## src/rtl/uart_framer_pkg.sv

```systemverilog
// rtl/uart_framer_pkg.sv - shared types and constants for the UART packet framer
package uart_framer_pkg;

  typedef enum logic [2:0] {
    ST_IDLE,
    ST_SYNC,
    ST_SEQ,
    ST_LEN,
    ST_PAYLOAD,
    ST_CHK
  } framer_state_e;

  typedef enum logic {
    PH_ISSUE,
    PH_WAIT_LOW
  } send_phase_e;

  localparam logic [7:0] SYNC_BYTE_DEFAULT = 8'hAA;
  localparam int CHK_WIDTH = 8;

  function automatic int calc_len(int pkt_samples, int sample_width, int word_size);
    return pkt_samples * (sample_width / word_size);
  endfunction

endpackage

```

## src/rtl/uart_packet_framer_if.sv

```systemverilog
// rtl/uart_packet_framer_if.sv - sample stream in, transmitter byte interface out
interface uart_packet_framer_if #(
  parameter int SAMPLE_WIDTH = 16,
  parameter int WORD_SIZE    = 8
);
  logic [SAMPLE_WIDTH-1:0] s_data;
  logic                    s_valid;
  logic                    s_ready;
  logic [WORD_SIZE-1:0]    tx_data;
  logic                    tx_en;
  logic                    tx_ready;

  modport master (output s_data, s_valid, tx_ready, input s_ready, tx_data, tx_en);
  modport slave  (input s_data, s_valid, tx_ready, output s_ready, tx_data, tx_en);
endinterface

```

## src/rtl/framer_fifo.sv

```systemverilog
// rtl/framer_fifo.sv - first-word-fall-through sync FIFO with registered full/empty/count
module framer_fifo #(
  parameter int WIDTH = 16,
  parameter int DEPTH = 8
) (
  input  logic                       clk,
  input  logic                       reset,
  input  logic                       i_push,
  input  logic [WIDTH-1:0]           i_data,
  input  logic                       i_pop,
  output logic [WIDTH-1:0]           o_data,
  output logic                       o_full,
  output logic                       o_empty,
  output logic [$clog2(DEPTH):0]     o_count
);
  localparam int AW = $clog2(DEPTH);
  localparam int CW = AW + 1;
  localparam logic [AW:0] FULL_CNT = CW'(DEPTH);

  logic [WIDTH-1:0] r_mem [DEPTH];
  logic [AW-1:0]    r_wr_ptr;
  logic [AW-1:0]    r_rd_ptr;
  logic [AW:0]      r_count;
  logic             r_full;
  logic             r_empty;
  logic             w_push;
  logic             w_pop;
  logic [AW:0]      w_count_next;

  assign w_push = i_push && !r_full;
  assign w_pop  = i_pop && !r_empty;

  always_comb begin
    w_count_next = r_count;
    if (w_push && !w_pop)
      w_count_next = r_count + 1'b1;
    else if (!w_push && w_pop)
      w_count_next = r_count - 1'b1;
  end

  // Flags come from the next count so a pop frees space for the following cycle.
  always_ff @(posedge clk) begin
    if (reset) begin
      r_wr_ptr <= '0;
      r_rd_ptr <= '0;
      r_count  <= '0;
      r_full   <= 1'b0;
      r_empty  <= 1'b1;
    end else begin
      if (w_push) r_wr_ptr <= r_wr_ptr + 1'b1;
      if (w_pop)  r_rd_ptr <= r_rd_ptr + 1'b1;
      r_count <= w_count_next;
      r_full  <= (w_count_next == FULL_CNT);
      r_empty <= (w_count_next == '0);
    end
  end

  always_ff @(posedge clk) begin
    if (w_push) r_mem[r_wr_ptr] <= i_data;
  end

  assign o_data  = r_mem[r_rd_ptr];
  assign o_full  = r_full;
  assign o_empty = r_empty;
  assign o_count = r_count;
endmodule

```

## src/rtl/uart_packet_framer.sv

```systemverilog
// rtl/uart_packet_framer.sv - frames buffered samples as SYNC/SEQ/LEN/payload/CHK bytes
module uart_packet_framer
  import uart_framer_pkg::*;
#(
  parameter int         WORD_SIZE    = 8,
  parameter int         SAMPLE_WIDTH = 16,
  parameter int         PKT_SAMPLES  = 4,
  parameter int         FIFO_DEPTH   = 8,
  parameter logic [7:0] SYNC_BYTE    = SYNC_BYTE_DEFAULT
) (
  input  logic                 clk,
  input  logic                 reset,
  uart_packet_framer_if.slave  bus,
  output logic                 busy,
  output logic [7:0]           seq_num
);
  localparam int BYTES = SAMPLE_WIDTH / WORD_SIZE;
  localparam int LEN   = calc_len(PKT_SAMPLES, SAMPLE_WIDTH, WORD_SIZE);
  localparam int AW    = $clog2(FIFO_DEPTH);
  localparam int CW    = AW + 1;
  localparam int BCW   = (LEN > 1) ? $clog2(LEN) : 1;
  localparam int SUBW  = (BYTES > 1) ? $clog2(BYTES) : 1;
  localparam logic [AW:0]      PKT_CNT   = CW'(PKT_SAMPLES);
  localparam logic [BCW-1:0]   LAST_BYTE = BCW'(LEN - 1);
  localparam logic [SUBW-1:0]  LAST_SUB  = SUBW'(BYTES - 1);

  framer_state_e           r_state, w_state_next;
  send_phase_e             r_phase, w_phase_next;
  logic [BCW-1:0]          r_byte_cnt;
  logic [SUBW-1:0]         r_sub_cnt;
  logic [SAMPLE_WIDTH-1:0] r_shift;
  logic [CHK_WIDTH-1:0]    r_chk;
  logic [WORD_SIZE-1:0]    r_tx_data;
  logic                    r_tx_en;
  logic                    r_busy;
  logic [7:0]              r_seq;

  logic                    w_issue, w_done, w_first_sub, w_pop;
  logic [WORD_SIZE-1:0]    w_byte;
  logic [SAMPLE_WIDTH-1:0] w_fifo_data;
  logic                    w_fifo_full, w_fifo_empty;
  logic [AW:0]             w_fifo_count;

  framer_fifo #(.WIDTH(SAMPLE_WIDTH), .DEPTH(FIFO_DEPTH)) u_fifo (
    .clk     (clk),
    .reset   (reset),
    .i_push  (bus.s_valid),
    .i_data  (bus.s_data),
    .i_pop   (w_pop),
    .o_data  (w_fifo_data),
    .o_full  (w_fifo_full),
    .o_empty (w_fifo_empty),
    .o_count (w_fifo_count)
  );

  always_ff @(posedge clk) begin
    if (reset) begin
      r_state <= ST_IDLE;
      r_phase <= PH_ISSUE;
    end else begin
      r_state <= w_state_next;
      r_phase <= w_phase_next;
    end
  end

  // Each byte: ISSUE on tx_ready=1, then WAIT_LOW until the transmitter drops tx_ready.
  always_comb begin
    w_state_next = r_state;
    w_phase_next = r_phase;
    if (r_state == ST_IDLE) begin
      w_phase_next = PH_ISSUE;
      if (w_fifo_count >= PKT_CNT) w_state_next = ST_SYNC;
    end else if (w_issue) begin
      w_phase_next = PH_WAIT_LOW;
    end else if (w_done) begin
      w_phase_next = PH_ISSUE;
      case (r_state)
        ST_SYNC:    w_state_next = ST_SEQ;
        ST_SEQ:     w_state_next = ST_LEN;
        ST_LEN:     w_state_next = ST_PAYLOAD;
        ST_PAYLOAD: w_state_next = (r_byte_cnt == LAST_BYTE) ? ST_CHK : ST_PAYLOAD;
        default:    w_state_next = ST_IDLE;
      endcase
    end
  end

  always_comb begin
    w_issue     = (r_state != ST_IDLE) && (r_phase == PH_ISSUE) && bus.tx_ready;
    w_done      = (r_state != ST_IDLE) && (r_phase == PH_WAIT_LOW) && !bus.tx_ready;
    w_first_sub = (r_sub_cnt == '0);
    w_pop       = w_issue && (r_state == ST_PAYLOAD) && w_first_sub && !w_fifo_empty;
    w_byte      = '0;
    case (r_state)
      ST_SYNC:    w_byte = WORD_SIZE'(SYNC_BYTE);
      ST_SEQ:     w_byte = WORD_SIZE'(r_seq);
      ST_LEN:     w_byte = WORD_SIZE'(LEN);
      ST_PAYLOAD: w_byte = w_first_sub ? w_fifo_data[SAMPLE_WIDTH-1 -: WORD_SIZE]
                                       : r_shift[SAMPLE_WIDTH-1 -: WORD_SIZE];
      ST_CHK:     w_byte = WORD_SIZE'(r_chk);
      default:    w_byte = '0;
    endcase
  end

  always_ff @(posedge clk) begin
    if (reset) begin
      r_tx_en    <= 1'b0;
      r_tx_data  <= '0;
      r_busy     <= 1'b0;
      r_seq      <= '0;
      r_chk      <= '0;
      r_shift    <= '0;
      r_byte_cnt <= '0;
      r_sub_cnt  <= '0;
    end else begin
      r_tx_en <= w_issue;
      if (w_issue) begin
        r_tx_data <= w_byte;
        case (r_state)
          ST_SYNC:                    r_chk <= '0;
          ST_SEQ, ST_LEN, ST_PAYLOAD: r_chk <= r_chk ^ CHK_WIDTH'(w_byte);
          default:                    r_chk <= r_chk;
        endcase
        if (r_state == ST_PAYLOAD)
          r_shift <= (w_first_sub ? w_fifo_data : r_shift) << WORD_SIZE;
      end
      if (w_done && r_state == ST_PAYLOAD) begin
        r_byte_cnt <= (r_byte_cnt == LAST_BYTE) ? '0 : r_byte_cnt + 1'b1;
        r_sub_cnt  <= (r_sub_cnt == LAST_SUB) ? '0 : r_sub_cnt + 1'b1;
      end
      if (r_state == ST_IDLE && w_state_next == ST_SYNC) r_busy <= 1'b1;
      if (w_done && r_state == ST_CHK) begin
        r_busy <= 1'b0;
        r_seq  <= r_seq + 1'b1;
      end
    end
  end

  assign bus.s_ready = !w_fifo_full;
  assign bus.tx_data = r_tx_data;
  assign bus.tx_en   = r_tx_en;
  assign busy        = r_busy;
  assign seq_num     = r_seq;
endmodule

```

## src/flat_wrapper.sv

```systemverilog
// flat-port wrapper written by rule: the top's interface ports become plain ports
module uart_packet_framer_flat import uart_framer_pkg::*;
#(
  parameter int         WORD_SIZE    = 8,
  parameter int         SAMPLE_WIDTH = 16,
  parameter int         PKT_SAMPLES  = 4,
  parameter int         FIFO_DEPTH   = 8,
  parameter logic [7:0] SYNC_BYTE    = SYNC_BYTE_DEFAULT
)
  (clk, reset, busy, seq_num, bus_s_data, bus_s_valid, bus_tx_ready, bus_s_ready, bus_tx_data, bus_tx_en);
  uart_packet_framer_if #(.SAMPLE_WIDTH(SAMPLE_WIDTH), .WORD_SIZE(WORD_SIZE)) bus_i ();
  input  logic clk;
  input  logic reset;
  output logic busy;
  output logic [7:0] seq_num;
  input wire logic [$bits(bus_i.s_data)-1:0] bus_s_data;
  input wire logic [$bits(bus_i.s_valid)-1:0] bus_s_valid;
  input wire logic [$bits(bus_i.tx_ready)-1:0] bus_tx_ready;
  output wire logic [$bits(bus_i.s_ready)-1:0] bus_s_ready;
  output wire logic [$bits(bus_i.tx_data)-1:0] bus_tx_data;
  output wire logic [$bits(bus_i.tx_en)-1:0] bus_tx_en;
  assign bus_i.s_data = bus_s_data;
  assign bus_i.s_valid = bus_s_valid;
  assign bus_i.tx_ready = bus_tx_ready;
  assign bus_s_ready = bus_i.s_ready;
  assign bus_tx_data = bus_i.tx_data;
  assign bus_tx_en = bus_i.tx_en;
  uart_packet_framer #(.WORD_SIZE(WORD_SIZE), .SAMPLE_WIDTH(SAMPLE_WIDTH), .PKT_SAMPLES(PKT_SAMPLES), .FIFO_DEPTH(FIFO_DEPTH), .SYNC_BYTE(SYNC_BYTE)) u_core (.clk(clk), .reset(reset), .bus(bus_i), .busy(busy), .seq_num(seq_num));
endmodule
```

## config.mk

```make
export PLATFORM = sky130hd
export DESIGN_NAME = uart_packet_framer_flat
export DESIGN_NICKNAME = d
export VERILOG_FILES = /design/src/rtl/uart_framer_pkg.sv /design/src/rtl/uart_packet_framer_if.sv /design/src/rtl/framer_fifo.sv /design/src/rtl/uart_packet_framer.sv /design/src/flat_wrapper.sv
export SDC_FILE = /design/constraint.sdc
export NUM_CORES = 1
export LEC_CHECK = 0
export CAP_MARGIN = 40
export CORE_AREA = 4 4 129 131
export DETAILED_ROUTE_END_ITERATION = 10
export DIE_AREA = 0 0 133 135
export GPL_TIMING_DRIVEN = 0
export PLACE_DENSITY_LB_ADDON = 0.2
export SLEW_MARGIN = 0
export SYNTH_ARGS = -nofsm -noshare
export SYNTH_HDL_FRONTEND = slang
export SYNTH_SLANG_ARGS = --single-unit
export TNS_END_PERCENT = 50
```

## constraint.sdc

```tcl
create_clock -name clk -period 6.7 [get_ports clk]
set_clock_uncertainty 0.2 [all_clocks]
set_input_delay 1.005 -clock clk [delete_from_list [all_inputs] [get_ports clk]]
set_output_delay 1.005 -clock clk [all_outputs]
set_load 0.02 [all_outputs]
```

---- Word level (Yosys, flattened, before mapping) ----
Memory sizes are Yosys's and may differ from the RTL's. A register that Yosys moved wholly into a read port is not among the register bits.
Cells that the tools add are included.
storage, ports and cells
  logic and storage cells ................. 84
  ROM bits ................................ 0
  register bits after elaboration ......... 54
  memory bits (writable) .................. 128
  latch bits .............................. 0
  input bits .............................. 20
  memories ................................ 1
operators by class
  div/mod/pow operators ................... 0
  bitwise gates (word level) .............. 3
  add/sub/neg operators ................... 7
  muxes and demuxes ....................... 20
  reductions and logical operators ........ 29
  equal/unequal tests ..................... 8
  multipliers ............................. 0
  order comparisons ....................... 1
  shifts and indexed selects .............. 0
memory list
  memory               depth  bits a word  read ports  clocked after memory_dff  write ports  RTL line           RTL
  u_core.u_fifo.r_mem  8      16           1           1                         1            framer_fifo.sv:20  logic [WIDTH-1:0] r_mem [DEPTH];
operators by type and width
  kind                   number
  $pmux W8 S5            1
  $mux W3                7
  $mux W8                2
  $pmux W8 S2            1
  $logic_and A1 B1 Y1    14
  $pmux W3 S4            1
  $add A3 B1 Y3 const B  3
  $eq A3 B3 Y1 const B   3
  $add A8 B1 Y8 const B  1
  $mux W4                2
  $xor A8 B8 Y8          1
  $eq A3 B1 Y1 const B   2
  $eq A3 B2 Y1 const B   2
  $mux W1                6
  $logic_not A1 Y1       5
  $add A4 B1 Y4 const B  1
  $eq A4 B4 Y1 const B   1
  $ge A4 B3 Y1 const B   1
  $logic_not A4 Y1       1
  $reduce_and A2 Y1      2
  $reduce_bool A2 Y1     2
  $reduce_or A2 Y1       2
  $sub A4 B1 Y4 const B  1
  $logic_not A3 Y1       1
  other kinds (4)        5

---- Logic depth before layout (Yosys ltp) ----
Gate-level depths: netlist of the first run.
  word-level depth ........................ 11
  mapped depth ............................ 8
  gate-level depth less buffers ........... 6

---- By module ----
From an unflattened synthesis of the first run, not the netlist that was laid out.
second synthesis, totals
  cell total of the unflattened synthesis .. 522
  area total of the unflattened synthesis .. 7741.2 um^2
modules (own cells, without submodules)
  module              area each (um^2)  times used  cells each
  framer_fifo         5615.4            1           267
  uart_packet_framer  2125.8            1           255

---- Worst setup path before layout of the first run ----
OpenSTA, ideal clock, no wires.
  path type ............................... input port to flip-flop
  start ................................... input bus_s_valid
  end ..................................... memory u_core.u_fifo.r_mem[0][0] (enable)
  stages .................................. 3
  library setup time ...................... 0.430 ns
  slack ................................... 3.278 ns
  buffers on the path ..................... 1
  arrival time ............................ 2.792 ns
  data required time ...................... 6.070 ns
  path through ............................ nand2b_1 -> clkbuf_1 -> nor4_1
between the ends
  longest elaborated chain between the ends .. 3
RTL lines
  item                           RTL line            RTL
  from (decl)                    flat_wrapper.sv:17  input wire logic [$bits(bus_i.s_valid)-1:0] bus_s_valid;
  $logic_and A1 B1 Y1            framer_fifo.sv:30   assign w_push = i_push && !r_full;
  $mux W1                        framer_fifo.sv:59   if (w_push) r_mem[r_wr_ptr] <= i_data;
  $mux W1 (implied by the code)  framer_fifo.sv:59
  to (decl)                      framer_fifo.sv:20
No other way between the ends.

---- Worst setup path in the final report of the first run ----
  start ................................... input bus_s_valid
  end ..................................... memory u_core.u_fifo.r_mem[7][4] (enable)
The elaborated chain is that of the path after synthesis.

==> results.cfg, run 1 <==
[outcome]
outcome = completed

[setup_path]
timing.critical_path.slowest_cell_delay_ns = 0.49
cpMaxStageDelayCell = sky130_fd_sc_hd__nor2_2
worstPathRequired_ns = 6.64
timing.critical_path.to_type = flip-flop
critPathTopFamily = buffers and inverters
critical_path_peak_fanout = 11
critical_path.cell_chain = clkdlybuf4s50_1, nor2b_1, buf_2, nand2_1, nor2_2, buf_8
critical_path_class = in2reg
setup.worst_path.start_class = input pin
sum_of_buffers_and_inverters_on_the_critical_path = 3
critical_path_arrival_ns = 2.75

[global_route]
grt_start_max_net_pins = 17
vias_in_the_first_global_route = 4711
use_met2_pct = 33.3
grt-ovfl-total = 0
gr-max-usage-layer = met2
groute.layer.met3.usage_pct = 4.25
number_of_antenna_violations_at_the_first_check_in_global_routing = 0
grt.total_usage_pct = 19.5
global_route_wire_length_before_repair_mm = 26.6
gr-usage-met1_pct = 25.5

[clocking]
numClockSinks = 185
post-cts-setup-buffer-count = 0
clock_latency_on_the_worst_skew_pair_ns = 0.43
number_of_buffers_created_by_cts = 17
cts_h_tree_lvls = 4
cts-hold-fix-buffers = 0
cts-root-to-sink-buffers = 2
clock_tree.root_cell = sky130_fd_sc_hd__clkbuf_16
tritoncts = built
cts.reportedPaths.clkPinSlew_ns = 0.07
cts_resized = 0

[synthesis]
synth.cell_area_mm2 = 0.00768
synth_fp_nets = 561
synth.avg_cell_area_um2 = 14.4
ys_types = 58
synthArstFlopShare_pct = 0
ys.warnings.count = 0
synth.yosys.seq_area_share_pct = 64.9
syn-instance-count = 534
ys_ff_latch = 185
yosys_most_used_dff = sky130_fd_sc_hd__edfxtp_1
synth-edff-count = 128

[route]
routed-via-count = 4644
drc_violations_left = 0
firstDrtPassIters = 5
first_iter_violations = 419
routed_wl_mm = 16.8
drt.antenna.violating_nets = 0
post_drt_via_cell_ratio = 5.57
wire_per_inst_um = 20.2

[finish]
layout.nets = 632
synthToLayoutAreaGrowth_pct = 18.6
instances_no_fill = 834
n_fill_cell = 1224
num_antenna_cells = 0
multi_input_area_mm2 = 0.00252
final_layout_size_suffix_gt1_share_pct = 18.0
area_taken_by_flip_flops_and_latches_mm2 = 0.00498
fin_area_mm2 = 0.00911

[die]
floorplan.initialDensity_pct = 49.3
core.rowCount = 46
die_x_um = 133
core-area_mm2 = 0.0156
die_area_mm2 = 0.0180
design.portCount = 39
floorplan.die.height_um = 135

[timing]
rsz0062_at_grt = no
timing.final.setup_violations = 0
share_of_the_clock_period_used_by_the_worst_path_pct = 42.0
final_hold_viol_count = 0
final.setup.worst_slack_ns = 3.88
tightest_slew_ns = 0.723
timing.final.max_slew_violations = 0
maxSlewHeadroom_pct = 51.8
fmaxAchievable_mhz = 355
post-route-min-period_ns = 2.82
setup-tns-final_ns = 0

[power]
power_frac_clock_pct = 41.5
power_share_of_the_sequential_group_pct = 51.9
leakagePower_nw = 3.06
internal_power_mw = 1.92
pwr_density_cell_mw_per_mm2 = 270
power.combinational.fraction_pct = 6.6
swShare_pct = 22.0
vdd_drop_max_uv = 179
power_switching_mw = 0.542

[worst_hold_path]
hold_path_class = reg2reg

[placed_design]
hpwl_mm = 11.9
gp_routability_congestion = 0.835
port_buffers = 38
numPlacedInstances = 802
placedInstanceArea_mm2 = 0.00852
post-place-ws_ns = 3.42

[run]
drv_cap = 0
==> metal layers <==
metal	up-vias	wire length, um
li1	2164	-
met1	2355	7440
met2	106	8610
met3	19	612
met4	0	177
met5	-	0
==> logic make-up after synthesis <==
logic type	Yosys count	share of synthesized area (%)
multiplexers	57	12.0
flip-flops	185	64.9
adder cells (fa/ha/maj)	7	1.14
buffers and inverters	39	2.80
AND/OR/NAND/NOR	145	9.65
XOR/XNOR	15	1.71
AO/OA/AOI/OAI	86	7.85
==> synthesized netlist by cell type (all sizes together), types with 7 or more instances <==
cell type	count	area, um2
edfxtp	128	3840
dfxtp	57	1140
nor2	44	175
nand2	34	128
mux2	26	304
o21ai	26	141
mux4	23	537
a21oi	22	110
nand2b	17	106
a221oi	14	148
buf	13	118
clkbuf	13	48.8
inv	13	48.8
nor3	11	55.1
a22oi	9	72.6
xor2	9	78.8
mux2i	8	80.1
nand3	8	40.0
nor2b	8	50.1
ha	7	87.6
==> final cells by class <==
class	instances	area share, %
Tap cell	216	2.96
Multi-Input combinational cell	310	27.6
Sequential cell	185	54.7
Buffer	26	1.83
Clock buffer	18	4.71
Clock inverter	14	1.87
Timing Repair Buffer	52	5.78
Inverter	13	0.535
==> per-stage QoR <==
stage                     utilization, %  power [mW]  hold WS (ns)
after floorplan                        -        1.39         0.240
after global placement              53.4        1.45         0.247
after detailed placement            54.6        1.46         0.258
after CTS                           58.4        2.48         0.271
after global routing                58.4        2.55         0.301
final                               58.4        2.46         0.266
==> path summary, 6_finish.rpt <==
| check | start | to | slack (ns) | cells after the start |
|---|---|---|---|---|
| setup / recovery | bus_s_valid | u_core.u_fifo.r_mem[7][4] | 3.88 | 6 |
| hold / removal | u_core.r_byte_cnt[2] | u_core.r_byte_cnt[2] | 0.27 | 2 |
| setup reg to reg | flip-flop | u_core.r_shift[8] | 4.22 | 6 |
| hold reg to reg | u_core.r_byte_cnt[2] | u_core.r_byte_cnt[2] | 0.27 | 2 |
==> cell usage in the layout, fill, tap and decap left out, drive strengths merged, types with 3 or more instances in the layout <==
master	count
o21ai	26
clkbuf	31
dfxtp	57
a22oi	9
nand3	8
nand4	3
nand2b	17
and3	3
mux4	23
mux2	26
ha	7
mux2i	8
inv	17
edfxtp	128
nor2b	8
clkinv	7
a221oi	14
a21oi	22
nor3b	3
and2	4
clkdlybuf4s50	38
nand2	34
nor2	44
a211oi	3
buf	27
nor3	11
bufinv	3
a22o	4
xor2	9
xnor2	6
==> flip-flops by register name (all words and copies together), names as in the netlist, named ones only <==
register	count
u_core.bus.tx_data	8
u_core.bus.tx_en	1
u_core.busy	1
u_core.r_byte_cnt	3
u_core.r_chk	8
u_core.r_phase	1
u_core.r_shift	8
u_core.r_state	3
u_core.r_sub_cnt	1
u_core.seq_num	8
u_core.u_fifo.o_count	4
u_core.u_fifo.o_empty	1
u_core.u_fifo.o_full	1
u_core.u_fifo.r_mem	128
u_core.u_fifo.r_rd_ptr	3
u_core.u_fifo.r_wr_ptr	3
==> worst register-to-register path, stage by stage (launching register included) <==
cell and delay [ns]:
sky130_fd_sc_hd__dfxtp_1 0.31, sky130_fd_sc_hd__clkbuf_1 0.34, sky130_fd_sc_hd__clkbuf_1 0.56, sky130_fd_sc_hd__mux4_2 0.41
sky130_fd_sc_hd__mux2_2 0.30, sky130_fd_sc_hd__a22oi_1 0.16, sky130_fd_sc_hd__nor2_1 0.06
==> power by group through the flow <==
stage | combinational [mW] | sequential [mW] | clock [mW]
after floorplan | 0.0876 | 1.30 | 0
after global placement | 0.148 | 1.30 | 0
after detailed placement | 0.162 | 1.30 | 0
after CTS | 0.164 | 1.28 | 1.04
after global routing | 0.178 | 1.28 | 1.09
final | 0.163 | 1.28 | 1.02
(Power assumes the default switching activity.)
==> inputs of run 2 (changes only) <==
clock period = 2.33 ns   (was 6.7 ns; I/O delays follow)
==> results.cfg, run 2 (same netlist as run 1, synthesis figures left out) <==
[outcome]
outcome = finished with violations
failed_checks = negative setup slack

[timing]
share_of_the_clock_period_used_by_the_worst_path_pct = 100
timing.final.setup_violations = 1
final.setup.worst_slack_ns = -0.00190
setup-tns-final_ns = -0.00190
fmaxAchievable_mhz = 429
post-route-min-period_ns = 2.33
rsz0062_at_grt = yes
final_hold_viol_count = 0
maxSlewHeadroom_pct = 50.3
timing.final.max_slew_violations = 0
tightest_slew_ns = 0.744
hold-worst-slack_ns = 0.263

[route]
firstDrtPassIters = 5
routed_wl_mm = 16.5
post_drt_via_cell_ratio = 5.58
drt.antenna.violating_nets = 0
wire_per_inst_um = 19.8
drc_violations_left = 0
first_iter_violations = 403
routed-via-count = 4650

[setup_path]
worstPathRequired_ns = 2.27
critical_path.cell_chain = clkdlybuf4s50_1, nor2b_1, buf_2, nand2_1, nor2_2, buf_8
sum_of_buffers_and_inverters_on_the_critical_path = 3
worstSetupStartpoint = bus_s_valid
cpMaxStageDelayCell = sky130_fd_sc_hd__nor2_2
timing.critical_path.slowest_cell_delay_ns = 0.61
setup.worst_path.start_class = input pin
critical_path_arrival_ns = 2.27
worst_setup_path_endpoint = u_core.u_fifo.r_mem[6][14]
worstRegToRegCells = 8
internal_reg_to_reg_setup_slack_ns = 0.04
timing.critical_path.to_type = flip-flop
critPathTopFamily = buffers and inverters
critical_path_peak_fanout = 9
cell_depth_of_the_worst_setup_path = 6
crit-reg2reg-capture = u_core.r_chk[3]
critical_path_class = in2reg

[placed_design]
hpwl_mm = 11.5
port_buffers = 38
gp_routability_congestion = 0.820

[die]
floorplan.initialDensity_pct = 49.3
core-area_mm2 = 0.0156
core.rowCount = 46
die_x_um = 133
die_area_mm2 = 0.0180
design.portCount = 39
floorplan.die.height_um = 135

[finish]
final_layout_size_suffix_gt1_share_pct = 20.6
most-common-layout-cells = sky130_fd_sc_hd__edfxtp_1 (128), sky130_fd_sc_hd__dfxtp_1 (56), sky130_fd_sc_hd__nor2_1 (38), sky130_fd_sc_hd__clkdlybuf4s50_1 (38), sky130_fd_sc_hd__nand2_1 (34)
largest_register_ff_count = 128
top_register = u_core.u_fifo.r_mem
most_common_cell_after_layout_fill_and_taps_aside = sky130_fd_sc_hd__edfxtp_1
synthToLayoutAreaGrowth_pct = 19.8
post_layout_util_pct = 59.0
num_antenna_cells = 0
layout.nets = 631

[global_route]
grt_start_max_net_pins = 19
global_route_wire_length_before_repair_mm = 26.2
number_of_antenna_violations_at_the_first_check_in_global_routing = 0
vias_in_the_first_global_route = 4793
grt-ovfl-total = 0
grt.total_usage_pct = 19.3

[clocking]
numClockSinks = 185
clock_tree.root_cell = sky130_fd_sc_hd__clkbuf_16
cts_h_tree_lvls = 4
cts.reportedPaths.clkPinSlew_ns = 0.07
cts-hold-fix-buffers = 0
cts-root-to-sink-buffers = 2
number_of_buffers_created_by_cts = 17
clock_latency_on_the_worst_skew_pair_ns = 0.43
tritoncts = built

[worst_hold_path]
hold_path_class = reg2reg
hold_path_startpoint = u_core.busy

[power]
vdd_drop_max_uv = 553
leakagePower_nw = 3.08
power.total_mw = 6.98
pwr_density_cell_mw_per_mm2 = 758

[run]
drv_cap = 0
## run 2: changes by cell type in the layout (fill, tap and decap cells not counted), sizes merged
| cell | change |
|---|---|
| inv | +5 |
| clkinvlp | +1 |
| buf | -2 |
| clkinv | -4 |
| bufinv | -2 |
| clkbuf | +1 |
## run 2: routing by layer
layer	up-vias	share of wire (%)	global-route usage, %
li1	2168	-	-
met1	2364	42	24.4
met2	96	52	33.3
met3	22	4.0	4.17
met4	0	1.7	6.18
met5	-	0	0
## run 2: how the worst min path moves through the flow
stage,end,slack (ns),depth (start not counted)
floorplan,u_core.r_byte_cnt[1],0.24,2
global placement,u_core.r_byte_cnt[2],0.25,2
global route,u_core.busy,0.28,2
CTS,u_core.busy,0.27,2
finish,u_core.busy,0.26,2
detailed placement,u_core.busy,0.26,2
## run 2: stage by stage
stage	setup slack [ns]	std cells	instance area [um2]
after detailed placement	-0.444	800	8530
after global routing	-0.0854	833	9210
final	-0.00190	833	9210
after global placement	-1.70	788	8350
after floorplan	-0.0695	534	7700
after CTS	-0.00290	832	9130
## run 2: worst min-delay path, stage by stage, from the launching register on
cell	delay (ns)
sky130_fd_sc_hd__dfxtp_1	0.31
sky130_fd_sc_hd__inv_1	0.05
sky130_fd_sc_hd__a211oi_1	0.05
## run 2: where the power goes
part	total [mW]	internal [mW]	switching (mW)
Clock	2.83	1.52	1.31
Sequential	3.67	3.61	0.0571
Combinational	0.476	0.207	0.269
Total	6.98	5.35	1.63
## run 2: cell type report
| class | instances | area, um2 |
|---|---|---|
| buffer | 25 | 186 |
| clock buffer | 18 | 429 |
| clock inverter | 14 | 153 |
| fill | 1201 | 6390 |
| inverter | 13 | 48.8 |
| multi-input combinational | 310 | 2590 |
| sequential | 185 | 4990 |
| tap | 216 | 270 |
| timing repair buffer | 52 | 546 |
## run 2: repair_timing
action | CTS | global route
buffers inserted | 0 | 2
resized for setup | 4 | 18
gates cloned | 0 | 0
endpoints found under the setup margin | 16 | 41
pin swaps | 0 | 4
